### config.mk
export PLATFORM = sky130hd
export DESIGN_NAME = arf132b256e1r1w0cbbehcaa4acw_bank_cg_ctrl
export DESIGN_NICKNAME = d
export VERILOG_FILES = /design/src/rtl/arf132b256e1r1w0cbbehcaa4acw_cg_pkg.sv /design/src/rtl/arf132b256e1r1w0cbbehcaa4acw_bank_cg_fsm.sv /design/src/rtl/arf132b256e1r1w0cbbehcaa4acw_clk_and.sv /design/src/rtl/arf132b256e1r1w0cbbehcaa4acw_bank_cg_ctrl.sv
export SDC_FILE = /design/constraint.sdc
export NUM_CORES = 1
export LEC_CHECK = 0
export CELL_PAD_IN_SITES_DETAIL_PLACEMENT = 2
export CELL_PAD_IN_SITES_GLOBAL_PLACEMENT = 2
export CORE_UTILIZATION = 39
export CTS_BUF_LIST = sky130_fd_sc_hd__clkbuf_4 sky130_fd_sc_hd__clkbuf_8
export DETAILED_ROUTE_END_ITERATION = 12
export PLACE_DENSITY = 0.95
export SLEW_MARGIN = 10
export SYNTH_ARGS = -nofsm -noshare
export SYNTH_HDL_FRONTEND = slang
export SYNTH_SLANG_ARGS = --single-unit
### constraint.sdc
create_clock -name clk -period 3.1 [get_ports clk]
set_input_delay 0.93 -clock clk [delete_from_list [all_inputs] [get_ports clk]]
set_output_delay 0.93 -clock clk [all_outputs]
set_load 0.05 [all_outputs]
### src/rtl/arf132b256e1r1w0cbbehcaa4acw_cg_pkg.sv
// Shared definitions for the banked register-file clock-gate controller:
// per-bank state encoding, default parameters and the bank-select decode.
package arf132b256e1r1w0cbbehcaa4acw_cg_pkg;

  typedef logic [1:0] cg_state_t;

  localparam cg_state_t ST_OFF  = 2'b00;
  localparam cg_state_t ST_WAKE = 2'b01;
  localparam cg_state_t ST_ON   = 2'b10;

  localparam int DEF_NUM_BANKS   = 4;
  localparam int DEF_WAKE_LAT    = 2;
  localparam int DEF_IDLE_CYCLES = 8;
  localparam int DEF_CNT_W       = 8;

  // True when a valid request addresses bank idx; indices at or beyond
  // num_banks never select anything.
  function automatic logic bank_match(input logic        valid,
                                      input int unsigned bank,
                                      input int unsigned idx,
                                      input int unsigned num_banks);
    return valid && (bank == idx) && (idx < num_banks);
  endfunction

endpackage

### src/rtl/arf132b256e1r1w0cbbehcaa4acw_bank_cg_fsm.sv
// One bank's gating FSM with its shared wake/idle counter.
//
//   state   | meaning
//   --------+-----------------------------------------------------------
//   OFF     | bank clock gated, waiting for a request
//   WAKE    | clock running, settling for WAKE_LAT cycles, no accesses
//   ON      | accesses accepted; re-gates after IDLE_CYCLES idle cycles
module arf132b256e1r1w0cbbehcaa4acw_bank_cg_fsm
  import arf132b256e1r1w0cbbehcaa4acw_cg_pkg::*;
#(
  parameter int WAKE_LAT    = DEF_WAKE_LAT,
  parameter int IDLE_CYCLES = DEF_IDLE_CYCLES,
  parameter int CNT_W       = DEF_CNT_W
) (
  input  logic       clk,
  input  logic       rst,
  input  logic       hit,
  input  logic       cg_dis,
  output logic [1:0] state,
  output logic       clk_en
);

  localparam logic [CNT_W-1:0] WAKE_LAST = CNT_W'(WAKE_LAT - 1);
  localparam logic [CNT_W-1:0] IDLE_LAST = CNT_W'(IDLE_CYCLES - 1);

  logic [CNT_W-1:0] cnt;

  // State and counter update; cg_dis pins the bank ON with a cleared counter.
  always_ff @(posedge clk) begin
    if (rst) begin
      state <= ST_OFF;
      cnt   <= '0;
    end else if (cg_dis) begin
      state <= ST_ON;
      cnt   <= '0;
    end else begin
      case (state)
        ST_OFF: begin
          cnt <= '0;
          if (hit) state <= ST_WAKE;
        end
        ST_WAKE: begin
          if (cnt == WAKE_LAST) begin
            state <= ST_ON;
            cnt   <= '0;
          end else begin
            cnt <= cnt + CNT_W'(1);
          end
        end
        ST_ON: begin
          // A hit on the last idle cycle wins over re-gating.
          if (hit) begin
            cnt <= '0;
          end else if (cnt == IDLE_LAST) begin
            state <= ST_OFF;
            cnt   <= '0;
          end else begin
            cnt <= cnt + CNT_W'(1);
          end
        end
        default: begin
          state <= ST_OFF;
          cnt   <= '0;
        end
      endcase
    end
  end

  // Clock runs in WAKE too, so the bank is settled before its first access.
  assign clk_en = (state != ST_OFF) || cg_dis;

endmodule

### src/rtl/arf132b256e1r1w0cbbehcaa4acw_clk_and.sv
// Latch-based clock gate: the enable is captured while clk is low so the
// gated clock can only change on the rising edge of clk, never glitch.
module arf132b256e1r1w0cbbehcaa4acw_clk_and (
  input  logic clk,
  input  logic en,
  output logic gclk
);

  logic en_lat;

  // Transparent while clk is low, holds through the high phase.
  always_latch begin
    if (!clk) en_lat = en;
  end

  assign gclk = clk & en_lat;

endmodule

### src/rtl/arf132b256e1r1w0cbbehcaa4acw_bank_cg_ctrl.sv
// Per-bank clock-gate controller for the banked 1R1W register file.
// Each bank has its own FSM and gate cell; port ready is decoded from
// registered bank state only.
module arf132b256e1r1w0cbbehcaa4acw_bank_cg_ctrl
  import arf132b256e1r1w0cbbehcaa4acw_cg_pkg::*;
#(
  parameter int NUM_BANKS   = DEF_NUM_BANKS,
  parameter int BANK_W      = (NUM_BANKS > 1) ? $clog2(NUM_BANKS) : 1,
  parameter int WAKE_LAT    = DEF_WAKE_LAT,
  parameter int IDLE_CYCLES = DEF_IDLE_CYCLES,
  parameter int CNT_W       = DEF_CNT_W
) (
  input  logic                 clk,
  input  logic                 rst,
  input  logic                 wr_valid,
  input  logic [BANK_W-1:0]    wr_bank,
  output logic                 wr_ready,
  input  logic                 rd_valid,
  input  logic [BANK_W-1:0]    rd_bank,
  output logic                 rd_ready,
  input  logic                 cg_dis,
  input  logic                 fscan_clkungate,
  output logic [NUM_BANKS-1:0] bank_clk_en,
  output logic [NUM_BANKS-1:0] bank_clk,
  output logic [NUM_BANKS-1:0] bank_on
);

  if (NUM_BANKS < 1 || NUM_BANKS > 16) begin : g_chk_banks
    $error("NUM_BANKS must be in 1..16");
  end
  if (WAKE_LAT < 1) begin : g_chk_wake
    $error("WAKE_LAT must be >= 1");
  end
  if (IDLE_CYCLES < 1) begin : g_chk_idle
    $error("IDLE_CYCLES must be >= 1");
  end
  if (CNT_W < $clog2(IDLE_CYCLES + 1) || CNT_W < $clog2(WAKE_LAT + 1)) begin : g_chk_cnt
    $error("CNT_W too narrow for IDLE_CYCLES/WAKE_LAT");
  end

  logic [NUM_BANKS-1:0] hit;
  logic [NUM_BANKS-1:0] wr_sel;
  logic [NUM_BANKS-1:0] rd_sel;
  logic [NUM_BANKS-1:0] fsm_en;

  for (genvar b = 0; b < NUM_BANKS; b++) begin : g_bank
    logic [1:0] st;

    // Bank select decode; a hit needs valid, a select is used for ready.
    assign wr_sel[b] = bank_match(1'b1, 32'(wr_bank), b, NUM_BANKS);
    assign rd_sel[b] = bank_match(1'b1, 32'(rd_bank), b, NUM_BANKS);
    assign hit[b]    = (wr_valid && wr_sel[b]) || (rd_valid && rd_sel[b]);

    arf132b256e1r1w0cbbehcaa4acw_bank_cg_fsm #(
      .WAKE_LAT    (WAKE_LAT),
      .IDLE_CYCLES (IDLE_CYCLES),
      .CNT_W       (CNT_W)
    ) u_fsm (
      .clk    (clk),
      .rst    (rst),
      .hit    (hit[b]),
      .cg_dis (cg_dis),
      .state  (st),
      .clk_en (fsm_en[b])
    );

    assign bank_on[b]     = (st == ST_ON);
    assign bank_clk_en[b] = fsm_en[b] || fscan_clkungate;

    arf132b256e1r1w0cbbehcaa4acw_clk_and u_cg (
      .clk  (clk),
      .en   (bank_clk_en[b]),
      .gclk (bank_clk[b])
    );
  end

  // Out-of-range bank indices select nothing, so their ready stays low.
  assign wr_ready = |(wr_sel & bank_on);
  assign rd_ready = |(rd_sel & bank_on);

endmodule

==> results.sh <==
export IMPL_power_density_nw_per_um2=658
export IMPL_grt_max_degree=15
export IMPL_hold_class="reg -> reg"
export IMPL_cp_start_kind="latch"
export IMPL_clk_latency_ns=0.42
export IMPL_start_util_pct=41.0
export IMPL_cts_setup_buffers=0
export IMPL_grt_pass1_wl_um=15600
export IMPL_totalPowerFinal_uw=1990
export IMPL_antenna_left=0
export IMPL_synth_edff_count=0
export IMPL_ys_flop_type="dfxtp_1"
export IMPL_post_synth_top_area_cell="dfxtp_1"
export IMPL_die_h_um=81.3
export IMPL_first_iter_violations=149
export IMPL_synthDistinctLibCells=40
export IMPL_whs_path_depth=1
export IMPL_power_switching_uw=694
export IMPL_port_buffers=23
export IMPL_hold_violations=0
export IMPL_hold_end="g_bank[0].u_fsm.cnt[0]"
export IMPL_cpMaxStageDelayCell="dlxtn_2"
export IMPL_grt_pass1_vias=2630
export IMPL_timing_final_ws_setup_ns=-0.521
export IMPL_dp_hpwl_um=5580
export IMPL_cts_tree="done"
export IMPL_worst_slew_pin_transition_ns=0.610
export IMPL_rsz0062_at_grt="true"
export IMPL_antenna_found_initial=0
export IMPL_worst_path_buf_inv=1
export IMPL_status="finished, violations left"
export IMPL_core_area_um2=5990
export IMPL_async_reset_ff_share_pct=0
export IMPL_power_frac_comb_pct=14.4
export IMPL_maxUsedRoutingLayer="met4"
export IMPL_critPathArrivalTime_ns=2.69
export IMPL_areaGrowthSynthToFinish_pct=23.2
export IMPL_fill_cells=624
export IMPL_yosys_top_cells_count="dfxtp_1 (40), nor2_1 (39), nand3_1 (25)"
export IMPL_synth_top_area_share_pct=32.6
export IMPL_regToRegStartpoint="g_bank[1].u_fsm.state[1]"
export IMPL_clk_pin_slew_ns=0.09
export IMPL_seqPwrFrac_pct=29.1
export IMPL_cp_max_fo=1
export IMPL_intPower_uw=1290
export IMPL_drt_total_wl_um=10100
export IMPL_relSlewSlack_pct=59.0
export IMPL_r2r_end="g_bank[1].u_cg.en_lat"
export IMPL_slew_viol_final=0
export IMPL_syn_inst=276
export IMPL_synth_nets=310
export IMPL_critPathKind="latch -> out"
export IMPL_ir_drop_v=0.000587
export IMPL_vias=2282
export IMPL_avgSynthCellArea_um2=8.89
export IMPL_drc=0
export IMPL_slowest_delay_ns=0.41
export IMPL_path_delay_family="latches"
export IMPL_violations="setup timing"
export IMPL_power_leakage_uw=0.00125
export IMPL_yosysWarnings=0
export IMPL_synth_most_common_cell="dfxtp_1"
export IMPL_grt_usage_pct=33.7
export IMPL_io_pins=24
export IMPL_required_ns=2.17
export IMPL_reg2reg_slack_ns=0.62
export IMPL_wl_per_cell_um=26.4
export IMPL_netlist_area_um2=2450
export IMPL_worst_hold_startpoint="g_bank[0].u_fsm.cnt[0]"
export IMPL_rr_worst_depth=3
export IMPL_floorplan_rows=28
export IMPL_cap_viol_max_count=0
export IMPL_nNetsFinal=342
export IMPL_diodes=0
export IMPL_stdcell_count=384
export IMPL_post_place_cells=372
export IMPL_first_pass_iters=4
export IMPL_fin_skew_ns=0.0102
export IMPL_drive_gt1_share_pct=16.2
export IMPL_gp_congestion=0.754
export IMPL_switching_share_pct=34.9
export IMPL_clockPowerShare_pct=56.6
export IMPL_m1WireLength_um=4080
export IMPL_endpoint_kind="output pin"
export IMPL_holdBufCountCts=0
export IMPL_setup_viol=8
export IMPL_yosys_top_cells_area="dfxtp_1 (33%), ha_1 (12%), xor2_1 (6.8%)"
export IMPL_fp_dieW_um=81.3
export IMPL_met3_length_um=617
export IMPL_wl_met2_um=4950
export IMPL_grt_overflow=0
export IMPL_vias_per_cell=5.94
export IMPL_fp_dieArea_um2=6610
export IMPL_crit_path_cell_trace="and2_4 > buf_8"
export IMPL_ys_ff_latch=44
[metal layers]
layer | track usage (%) | vias up
met1 | 38.9 | 1116
met3 | 7.30 | 51
met2 | 55.4 | 111
met5 | 0 | -
met4 | 23.0 | 0
li1 | - | 1004
[state kept, by name, summed over array words and instances (netlist names)]
| name | count |
|---|---|
| g_bank.u_cg.en_lat | 4 |
| g_bank.u_fsm.state | 8 |
| g_bank.u_fsm.cnt | 32 |
[power by group through the flow]
stage                     sequential [uW]  clock (uW)  combinational, uW
after floorplan                       583         308                166
after global placement                586         285                243
after detailed placement              588         285                261
after CTS                             577        1130                278
after global routing                  579        1160                300
final                                 578        1120                286
[kinds of logic after synthesis]
| group | count (synthesis) | synth area share (%) |
|---|---|---|
| xor+xnor | 24 | 8.57 |
| simple gates | 117 | 23.6 |
| mux | 6 | 3.62 |
| latches | 4 | 2.45 |
| flops | 40 | 32.6 |
| compound gates | 30 | 10.1 |
| fa+ha+maj | 24 | 12.2 |
| buf+inv | 31 | 6.78 |
[cells in the final DEF, fill, tap and decap left out, types with 5 or more instances in the layout]
cell	count
xor2_1	19
nor2_1	38
a311oi_1	7
nand3_1	25
xnor2_1	5
ha_1	24
buf_4	12
nand2_1	21
and3_1	8
clkbuf_8	9
dfxtp_1	40
inv_1	19
clkdlybuf4s50_1	8
[worst reg2reg max path: cells and delay by family (launching register included)]
family	cells	cell delay (ns)
AND/OR/NAND/NOR	1	0.12
flip-flops	1	0.44
buffers and inverters	1	0.13
adder cells (fa/ha/maj)	1	0.25
[worst max path at each step]
stage                          start     endpoint  cells after the start
3_5_place_dp   g_bank[3].u_cg.en_lat  bank_clk[3]                      2
2_1_floorplan  g_bank[0].u_cg.en_lat  bank_clk[0]                      2
5_1_grt        g_bank[3].u_cg.en_lat  bank_clk[3]                      2
4_1_cts        g_bank[3].u_cg.en_lat  bank_clk[3]                      2
3_3_place_gp   g_bank[3].u_cg.en_lat  bank_clk[3]                      2
6_report       g_bank[3].u_cg.en_lat  bank_clk[3]                      2
[per-stage QoR]
stage,setup WS (ns),hold WS [ns],cell area (um^2),TNS (ns),utilization [%]
2_1_floorplan,-0.0144,0.430,2470,-0.0578,-
3_3_place_gp,-0.661,0.443,2790,-2.65,46.6
3_5_place_dp,-0.798,0.465,2790,-3.26,46.6
4_1_cts,-0.525,0.488,3020,-1.99,50.3
5_1_grt,-0.548,0.511,3020,-2.07,50.4
6_report,-0.521,0.484,3020,-1.98,50.4
[cell type report]
| class | instances | area, um^2 | share of cell area, % |
|---|---|---|---|
| clock buffers | 14 | 191 | 6.34 |
| clock inverters | 2 | 60.1 | 1.99 |
| repair buffers | 29 | 302 | 9.98 |
| flip-flops and latches | 44 | 863 | 28.6 |
| multi-input cells | 201 | 1440 | 47.7 |
| well taps | 75 | 93.8 | 3.11 |
| inverters | 19 | 71.3 | 2.36 |
[timing repair]
action	4_1_cts	5_1_grt
gates resized for setup	43	3
endpoints found under the setup margin	15	10
pin swaps	1	1
No activity file was read; power rests on OpenSTA's default activity.
